$ cat src/rtl/edac_dec_pkg.sv
`default_nettype none
// ============================================================================
// Module      : edac_dec_pkg
// Description : Shared SECDED decode helpers: parity-width derivation, H-matrix
//               column generator and syndrome classification enum.
// Revision    : 1.0 - initial release
// ============================================================================
package edac_dec_pkg;

    typedef enum logic [1:0] {
        CLEAN     = 2'd0,
        CORR_DATA = 2'd1,
        CORR_PAR  = 2'd2,
        UNCORR    = 2'd3
    } syn_class_e;

    // Total parity width: Hamming bits r plus the overall-parity bit.
    function automatic int edac_d2p(input int dat_width);
        int r;
        r = 1;
        while ((1 << r) < dat_width + r + 1) r = r + 1;
        return r + 1;
    endfunction

    // j-th integer >= 3 that is not a power of two.
    function automatic int col(input int j);
        int n;
        int v;
        int res;
        n   = 0;
        v   = 3;
        res = 0;
        while (res == 0) begin
            if ((v & (v - 1)) != 0) begin
                if (n == j) res = v;
                n = n + 1;
            end
            v = v + 1;
        end
        return res;
    endfunction

endpackage
`default_nettype wire

$ cat src/rtl/edac_syndrome_gen.sv
`default_nettype none
// ============================================================================
// Module      : edac_syndrome_gen
// Description : Combinational syndrome and overall-parity computation for a
//               {data, parity} SECDED codeword.
// Revision    : 1.0 - initial release
// ============================================================================
module edac_syndrome_gen
    import edac_dec_pkg::*;
#(
    parameter  int DAT_WIDTH = 8,
    localparam int PAR_WIDTH = edac_d2p(DAT_WIDTH),
    localparam int R_WIDTH   = PAR_WIDTH - 1,
    localparam int CW_WIDTH  = PAR_WIDTH + DAT_WIDTH
)(
    input  logic [CW_WIDTH-1:0] code,
    output logic [R_WIDTH-1:0]  syn,
    output logic                ov
);

    logic [R_WIDTH-1:0] w_hcol [DAT_WIDTH];

    for (genvar j = 0; j < DAT_WIDTH; j++) begin : g_col
        localparam int H = col(j);
        assign w_hcol[j] = H[R_WIDTH-1:0];
    end

    // Seeding with the received parity folds the final XOR into the sum.
    always_comb begin
        syn = code[R_WIDTH-1:0];
        for (int j = 0; j < DAT_WIDTH; j++) begin
            if (code[PAR_WIDTH+j]) syn = syn ^ w_hcol[j];
        end
    end

    assign ov = ^code;

endmodule
`default_nettype wire

$ cat src/rtl/edac_secded_decoder.sv
`default_nettype none
// ============================================================================
// Module      : edac_secded_decoder
// Description : Two-stage SECDED read-side decoder with writeback request and
//               saturating error statistics. Writeback exists only when
//               COREEDAC_DEC_WRBK_EN is defined.
// Revision    : 1.0 - initial release
// ============================================================================
module edac_secded_decoder
    import edac_dec_pkg::*;
#(
    parameter  int DAT_WIDTH  = 8,
    parameter  int ADDR_WIDTH = 8,
    parameter  int CNT_WIDTH  = 16,
    localparam int PAR_WIDTH  = edac_d2p(DAT_WIDTH),
    localparam int CW_WIDTH   = PAR_WIDTH + DAT_WIDTH
)(
    input  logic                  RCLK,
    input  logic                  NGRST,
    input  logic                  VALID_IN,
    input  logic [CW_WIDTH-1:0]   CODE_IN,
    input  logic [ADDR_WIDTH-1:0] ADDR_IN,
    output logic                  VALID_OUT,
    output logic [DAT_WIDTH-1:0]  DATA_OUT,
    output logic                  CORRECTABLE,
    output logic                  ERROR,
    output logic                  WRBK_REQ,
    input  logic                  WRBK_ACK,
    output logic [ADDR_WIDTH-1:0] WRBK_ADDR,
    output logic [CW_WIDTH-1:0]   WRBK_CODE,
    output logic                  WRBK_MISS,
    input  logic                  CLR_CNT,
    output logic [CNT_WIDTH-1:0]  CORR_CNT,
    output logic [CNT_WIDTH-1:0]  UNCORR_CNT,
    output logic [ADDR_WIDTH-1:0] ERR_ADDR,
    output logic                  ERR_ADDR_VLD
);

    localparam int R_WIDTH = PAR_WIDTH - 1;

    logic [R_WIDTH-1:0]    w_syn;
    logic                  w_ov;
    logic                  r_s1_vld;
    logic [R_WIDTH-1:0]    r_s1_syn;
    logic                  r_s1_ov;
    logic [CW_WIDTH-1:0]   r_s1_code;
    logic [ADDR_WIDTH-1:0] r_s1_addr;
    logic [DAT_WIDTH-1:0]  w_dhit;
    logic [CW_WIDTH-1:0]   w_flip;
    logic [CW_WIDTH-1:0]   w_fixed;
    syn_class_e            w_class;
    logic                  w_corr_evt;
    logic                  w_unc_evt;

    edac_syndrome_gen #(.DAT_WIDTH(DAT_WIDTH)) u_syn (
        .code (CODE_IN),
        .syn  (w_syn),
        .ov   (w_ov)
    );

    always_ff @(posedge RCLK or negedge NGRST) begin
        if (!NGRST) begin
            r_s1_vld  <= 1'b0;
            r_s1_syn  <= '0;
            r_s1_ov   <= 1'b0;
            r_s1_code <= '0;
            r_s1_addr <= '0;
        end else begin
            r_s1_vld  <= VALID_IN;
            r_s1_syn  <= w_syn;
            r_s1_ov   <= w_ov;
            r_s1_code <= CODE_IN;
            r_s1_addr <= ADDR_IN;
        end
    end

    for (genvar j = 0; j < DAT_WIDTH; j++) begin : g_match
        localparam int H = col(j);
        assign w_dhit[j] = (r_s1_syn == H[R_WIDTH-1:0]);
    end

    // Odd overall parity with an unmatched syndrome stays UNCORR and flips nothing.
    always_comb begin
        w_class = CLEAN;
        w_flip  = '0;
        if (r_s1_ov) begin
            w_class = UNCORR;
            if (r_s1_syn == '0) begin
                w_class              = CORR_PAR;
                w_flip[PAR_WIDTH-1]  = 1'b1;
            end
            for (int i = 0; i < R_WIDTH; i++) begin
                if (r_s1_syn == (R_WIDTH'(1) << i)) begin
                    w_class   = CORR_PAR;
                    w_flip[i] = 1'b1;
                end
            end
            for (int j = 0; j < DAT_WIDTH; j++) begin
                if (w_dhit[j]) begin
                    w_class              = CORR_DATA;
                    w_flip[PAR_WIDTH+j]  = 1'b1;
                end
            end
        end else if (r_s1_syn != '0) begin
            w_class = UNCORR;
        end
    end

    assign w_fixed    = r_s1_code ^ w_flip;
    assign w_corr_evt = r_s1_vld && ((w_class == CORR_DATA) || (w_class == CORR_PAR));
    assign w_unc_evt  = r_s1_vld && (w_class == UNCORR);

    always_ff @(posedge RCLK or negedge NGRST) begin
        if (!NGRST) begin
            VALID_OUT    <= 1'b0;
            DATA_OUT     <= '0;
            CORRECTABLE  <= 1'b0;
            ERROR        <= 1'b0;
            CORR_CNT     <= '0;
            UNCORR_CNT   <= '0;
            ERR_ADDR     <= '0;
            ERR_ADDR_VLD <= 1'b0;
        end else begin
            VALID_OUT   <= r_s1_vld;
            DATA_OUT    <= w_fixed[CW_WIDTH-1:PAR_WIDTH];
            CORRECTABLE <= w_corr_evt;
            ERROR       <= w_unc_evt;
            if (CLR_CNT) begin
                CORR_CNT     <= '0;
                UNCORR_CNT   <= '0;
                ERR_ADDR_VLD <= 1'b0;
            end else begin
                if (w_corr_evt && (CORR_CNT != '1))   CORR_CNT   <= CORR_CNT + 1'b1;
                if (w_unc_evt  && (UNCORR_CNT != '1)) UNCORR_CNT <= UNCORR_CNT + 1'b1;
                if (w_unc_evt) begin
                    ERR_ADDR     <= r_s1_addr;
                    ERR_ADDR_VLD <= 1'b1;
                end
            end
        end
    end

`ifdef COREEDAC_DEC_WRBK_EN
    // An ACK frees the slot in the same cycle, so a coincident correction loads.
    always_ff @(posedge RCLK or negedge NGRST) begin
        if (!NGRST) begin
            WRBK_REQ  <= 1'b0;
            WRBK_ADDR <= '0;
            WRBK_CODE <= '0;
            WRBK_MISS <= 1'b0;
        end else begin
            if (w_corr_evt && (!WRBK_REQ || WRBK_ACK)) begin
                WRBK_REQ  <= 1'b1;
                WRBK_ADDR <= r_s1_addr;
                WRBK_CODE <= w_fixed;
            end else if (WRBK_REQ && WRBK_ACK) begin
                WRBK_REQ  <= 1'b0;
            end
            if (CLR_CNT)
                WRBK_MISS <= 1'b0;
            else if (w_corr_evt && WRBK_REQ && !WRBK_ACK)
                WRBK_MISS <= 1'b1;
        end
    end
`else
    assign WRBK_REQ  = 1'b0;
    assign WRBK_ADDR = '0;
    assign WRBK_CODE = '0;
    assign WRBK_MISS = 1'b0;

    logic unused_wrbk;
    assign unused_wrbk = ^{WRBK_ACK, w_fixed[PAR_WIDTH-1:0]};
`endif

endmodule
`default_nettype wire
$ cat config.mk
export PLATFORM = sky130hd
export DESIGN_NAME = edac_secded_decoder
export DESIGN_NICKNAME = d
export VERILOG_FILES = /design/src/rtl/edac_dec_pkg.sv /design/src/rtl/edac_syndrome_gen.sv /design/src/rtl/edac_secded_decoder.sv
export SDC_FILE = /design/constraint.sdc
export NUM_CORES = 1
export LEC_CHECK = 0
export ABC_AREA = 1
export BUFFER_PORTS_ARGS = -buffer_cell sky130_fd_sc_hd__buf_2
export CAP_MARGIN = 20
export CORE_ASPECT_RATIO = 1.75
export CORE_UTILIZATION = 30
export DETAILED_ROUTE_END_ITERATION = 16
export SLEW_MARGIN = 40
export SYNTH_ARGS = -nofsm -noshare
export SYNTH_HDL_FRONTEND = slang
export SYNTH_SLANG_ARGS = --single-unit
$ cat constraint.sdc
create_clock -name RCLK -period 2.1 [get_ports RCLK]
set_input_delay 0.42 -clock RCLK [delete_from_list [all_inputs] [get_ports RCLK]]
set_output_delay 0.42 -clock RCLK [all_outputs]
set_load 0.005 [all_outputs]
# After elaboration in Yosys (flattened, before gate mapping)
# Cells that the tools add are included.
# totals
ff_bits	79
out_inout_bits	75
inputBits	26
# op_classes
n_eq_ne	17
addsub	2
muxes	43
n_bitwise	10
n_reduce_logical	12
# op_table
op	n
2-to-1 mux 16 bit	4
adder 16 x 1 -> 16 bit (second input constant)	2
inequality test 16 bit (second input constant)	2
2-to-1 mux 2 bit	15
equality test 4 bit (second input constant)	5
equality test 4 x 3 -> 1 bit (second input constant)	4
2-to-1 mux 1 bit	16
2-to-1 mux 4 bit	4
2-to-1 mux 13 bit	1
XOR reduction 13 bit	1
XOR 13 bit	1
inverter 2 bit	6
2-to-1 mux 3 bit	3
equality test 4 x 2 -> 1 bit (second input constant)	2
inverter 3 bit	2
nonzero test 2 bit	3
equality test 2 bit (second input constant)	2
equality test 4 x 1 -> 1 bit (second input constant)	1
logical AND 1 bit	4
zero test 4 bit	1
nonzero test 4 bit	1
equality test 2 x 1 -> 1 bit (second input constant)	1
AND reduction 2 bit	1
logical OR 1 bit	1
inverter 1 bit	1

# Depth between registers and ports, before layout
# depth
ltp_word	21
depth_mapped	12

# By module
# From an unflattened synthesis, not the netlist that was laid out.
# hier_totals
cells_unflattened	502
area_unflattened_um2	4031.4
# modules_own_cells
mod	area_each_um2	seq_area_each_um2	instances	cells_per_inst
edac_secded_decoder	3604.7	1851.8	1	411
edac_syndrome_gen	426.7	0.0	1	91

# Least setup slack after synthesis
# No wires, ideal clock.
# synth_path
path_kind	reg-to-reg
start	reg r_s1_syn[0]
end	reg CORR_CNT[2]
setup_slack_ps	260
arrival_time_ps	1775
synth_period_minus_slack_ps	1840
required_time_ps	2034
path_stages_with_launch	11
setup_ps	66
path_cell_list	dfrtp_1 -> inv_1 -> nand2_1 -> nor3_1 -> nor3_1 -> ha_1 -> nand2_1 -> nor2_4 -> buf_2 -> nand4_1 -> nand2_1
# synth_via
elab_chain_cells	20
word_cells_on_any_way	35
classes_between	eq/ne: 14; mux: 15; reduce/logical: 6
# synth_lines
element	line	rtl
from (decl)	edac_secded_decoder.sv:44	logic [R_WIDTH-1:0] r_s1_syn;
from (signal assigned)	edac_secded_decoder.sv:70	r_s1_syn <= w_syn;
zero test 4 bit	edac_secded_decoder.sv:88	if (r_s1_syn == '0) begin
2-to-1 mux 1 bit	edac_secded_decoder.sv:88	
2-to-1 mux 2 bit (4 in series)	edac_secded_decoder.sv:93	if (r_s1_syn == (R_WIDTH'(1) << i)) begin
2-to-1 mux 2 bit (8 in series)	edac_secded_decoder.sv:99	if (w_dhit[j]) begin
2-to-1 mux 2 bit (*)	edac_secded_decoder.sv:86	if (r_s1_ov) begin
equality test 2 x 1 -> 1 bit / equality test 2 bit (equally long branches)	edac_secded_decoder.sv:110	assign w_corr_evt = r_s1_vld && ((w_class == CORR_DATA) || (w_class == CORR_PAR));
logical OR 1 bit (*)	edac_secded_decoder.sv:110	
logical AND 1 bit (*)	edac_secded_decoder.sv:110	
logical AND 1 bit (*)	edac_secded_decoder.sv:133	if (w_corr_evt && (CORR_CNT != '1)) CORR_CNT <= CORR_CNT + 1'b1;
nonzero test 2 bit (no source line) (*)	--	
to (signal assigned)	edac_secded_decoder.sv:133	
to (decl)	edac_secded_decoder.sv:33	output logic [CNT_WIDTH-1:0] CORR_CNT,
# Every way passes the cells marked *; elsewhere a longest branch is shown, timed or not.
# A chain may end at the register's enable or synchronous reset.

# Worst setup path after layout
# layout_path
start	reg r_s1_syn[1]
end	reg CORR_CNT[10]
# The elaborated chain is that of the path after synthesis.

==> key figures <==
Worst setup path
  – Kind of critical path: flop to flop
  – Crit-path max FO: 7
  – Worst setup SP type: flop
  – CP delay by family, top: simple AND/OR/NAND/NOR gates
  – Critical path's most frequent cell: nand2_1
  – R2R Path End: CORR_CNT[10]
  – Reg2reg setup slack: 0.16 ns
  – FF-to-FF path depth: 11
  – Worst path max stage delay: 0.41 ns
  – Crit end category: flop
  – Worst path bufs/invs: 2
  – Critical path, cell by cell: inv_1 > nand2_1 > nor3_1 > a31oi_1 > ha_1 > nand2_1 > nor2_4 > buf_12 > nor2_4 > nand2_1 > nand2_1
  – CP required: 2.36 ns
  – Slowest-stage cell, CP: dfrtp_1
  – Worst r2r src: r_s1_syn[1]
  – Worst path arrival time: 2.21 ns

Min path
  – Worst Hold Class: input pin to async pin

Logic synthesis
  – Largest cells by area after synthesis: dfrtp_1 46%, nand2_1 15%, xor2_1 4.8%
  – Compound-cell area share of the yosys netlist: 1.10%
  – Adder-Cell Fraction of Synth Area: 0.942%
  – Asr flop ratio synth: 100%
  – Sequential area share after synthesis: 46.5%
  – Mapped Area: 3990 µm²
  – Synth Register Bits: 74
  – Most frequent cell after synthesis: nand2_1
  – Mean Syn Cell Area: 8.37 µm²
  – Post-Synth Simple-Gate Area: 31.1%
  – Number of flops mapped to enable cells by yosys: 0
  – Area leader, netlist: dfrtp_1
  – Top cells by count, synth: 154 x nand2_1, 74 x dfrtp_1, 41 x nor2_1
  – Share of the synthesized area in the top cell type: 46.5%
  – Largest family of logic cells by synthesized area: simple AND/OR/NAND/NOR gates
  – Post-synthesis cell type count: 28
  – Number of synthesis warnings: 0
  – Post-Synth XOR/XNOR Area: 8.79%
  – Post-synth top flop: dfrtp_1
  – Syn Inst Count: 476
  – Mux cell area share after synthesis: 2.26%

Clocking
  – Clk slew on worst S/H paths: 0.06 ns
  – CTS tree: yes
  – Total CTS buffers: 9
  – Clock root buffer: clkbuf_16
  – CTS sink cnt: 74
  – Clock Path Buffers: 2
  – Worst-Skew Late Latency: 0.33 ns
  – Htree depth: 3

Place
  – Post-DP HPWL: 6.82 mm
  – Placed Instance Area: 4520 µm²
  – Routability cong.: 0.855
  – Number of port buffers: 76
  – Placement Setup Slack: 0.0773 ns

Floorplan
  – Die ar.: 13800 µm²
  – Chip height: 154 µm
  – Total core area: 12900 µm²
  – IO Count: 101
  – FP Rows: 55
  – Die width: 89.1 µm
  – Initial Util: 30.8%

Global route
  – Vias in the first global route: 3215
  – Total Routing Usage GR: 13.9%
  – Gr ovfl total: 0
  – Antenna violations before repair: 0
  – First-pass GRT wire length: 14.7 mm
  – Largest net degree at the start of global routing: 43

Timing
  – RSZ-0062 raised after global routing: false
  – Fmax: 515 MHz
  – Fin worst setup slack: 0.160 ns
  – Final setup TNS: 0 ns
  – Period Utilization, post-route: 92.4%
  – Setup Viol. Count Final: 0
  – Max-slew violations: 0
  – Final hold violations: 0
  – Minimum clock period: 1.94 ns
  – Clock Skews: 0.00923 ns

Final layout
  – Post-route design area: 4880 µm²
  – N_diodes: 0
  – Area grow syn2layout: 22.5%
  – Layout cells sized above 1: 22.7%
  – End-of-flow core utilization: 37.7%
  – Final #Nets: 593

Route
  – Initial drt markers: 87
  – Via density: 4.44
  – Vias: 3289
  – Post-DRT Antenna Nets: 0
  – Routed WL: 9.17 mm
  – # DRC: 0
  – Wirelength per Cell: 12.4 µm
  – DRT Pass-1 Iters: 4

Power and ir drop
  – Cell leakage power: 0.00249 µW
  – Power Density: 862 nW/µm²
  – VDD IR max: 0.385 mV

Job
  – Maxcap violations: 0

Run status
  – Outcome: finished, final reports clean
[where the power goes]
group | switching, µW | leakage (µW) | internal, µW | total [µW]
sequential | 110 | 0.000940 | 1600 | 1710
clock | 652 | 0.000149 | 943 | 1600
combinational | 503 | 0.00141 | 400 | 903
[metrics by stage]
stage	total power [µW]	cells	hold WS (ns)
final	4210	740	0.0289
after global routing	4440	740	0.0586
after CTS	4200	736	0.0375
after detailed placement	2580	720	0.392
after global placement	2550	720	0.383
after floorplan	2240	498	0.124
[sequential cells by signal, summed over array words and instances, names as in the netlist]
name and cells:
CORRECTABLE 1, r_s1_code 8, ERR_ADDR_VLD 1, r_s1_addr 8, CORR_CNT 16, r_s1_syn 4
ERR_ADDR 8, r_s1_vld 1, DATA_OUT 8, r_s1_ov 1, UNCORR_CNT 16, ERROR 1
VALID_OUT 1
[area by class of cell]
class | count | area (µm²)
Fill cell | 1392 | 8060
Tap cell | 171 | 214
Timing Repair Buffer | 85 | 488
Multi-Input combinational cell | 356 | 1880
Sequential cell | 74 | 1850
Clock buffer | 9 | 225
Clock inverter | 7 | 83.8
Inverter | 38 | 143
[worst reg2reg max path: cells and delay by family, from the launching register on]
| family | cells | cell delay [ns] |
|---|---|---|
| AOI/OAI and AO/OA | 1 | 0.08 |
| buffers and inverters | 2 | 0.22 |
| adders and majority gates | 1 | 0.30 |
| and+or+nand+nor | 7 | 0.87 |
| DFF | 1 | 0.41 |
[metal layers]
metal	up-vias	track usage (%)	part of all wire (%)
li1	1650	-	-
met1	1547	14.1	37
met2	76	25.9	56
met3	16	2.83	4.1
met4	0	6.50	2.4
met5	-	0	0
[cell usage in the layout, fill, tap and decap left out, types with 18 or more instances in the layout]
| cell | netlist | routed |
|---|---|---|
| inv_1 | 35 | 35 |
| nor2_1 | 41 | 41 |
| xnor2_1 | 18 | 18 |
| xor2_1 | 22 | 22 |
| buf_2 | 2 | 75 |
| nand4_1 | 29 | 29 |
| dfrtp_1 | 74 | 74 |
| nand2_1 | 154 | 154 |
| conb_1 | 1 | 23 |
| nand3_1 | 24 | 24 |
[repair_timing]
item / CTS / global route
hold buffers: 0 / 0
setup buffers: 0 / 2
endpoints found under the setup margin: 0 / 29
resized for setup: 0 / 1
[cells by family (layout without fill, tap and decap cells)]
logic type | Yosys count | in the layout
adders and majority gates | 3 | 3
AOI/OAI and AO/OA | 7 | 7
muxes | 8 | 8
DFF | 74 | 74
other | 1 | 23
and+or+nand+nor | 273 | 275
xor gates and xnor gates | 40 | 40
buffers and inverters | 70 | 139
[how the worst max path moves through the flow]
stage	from	end	depth (start not counted)
final	r_s1_syn[1]	CORR_CNT[10]	11
after global routing	r_s1_syn[2]	UNCORR_CNT[10]	12
after CTS	r_s1_syn[1]	ERR_ADDR[7]	9
after detailed placement	r_s1_syn[1]	ERR_ADDR[7]	9
after global placement	r_s1_syn[0]	ERR_ADDR[6]	9
after floorplan	r_s1_syn[0]	CORR_CNT[2]	10
Power figures use the tool's default switching activity.
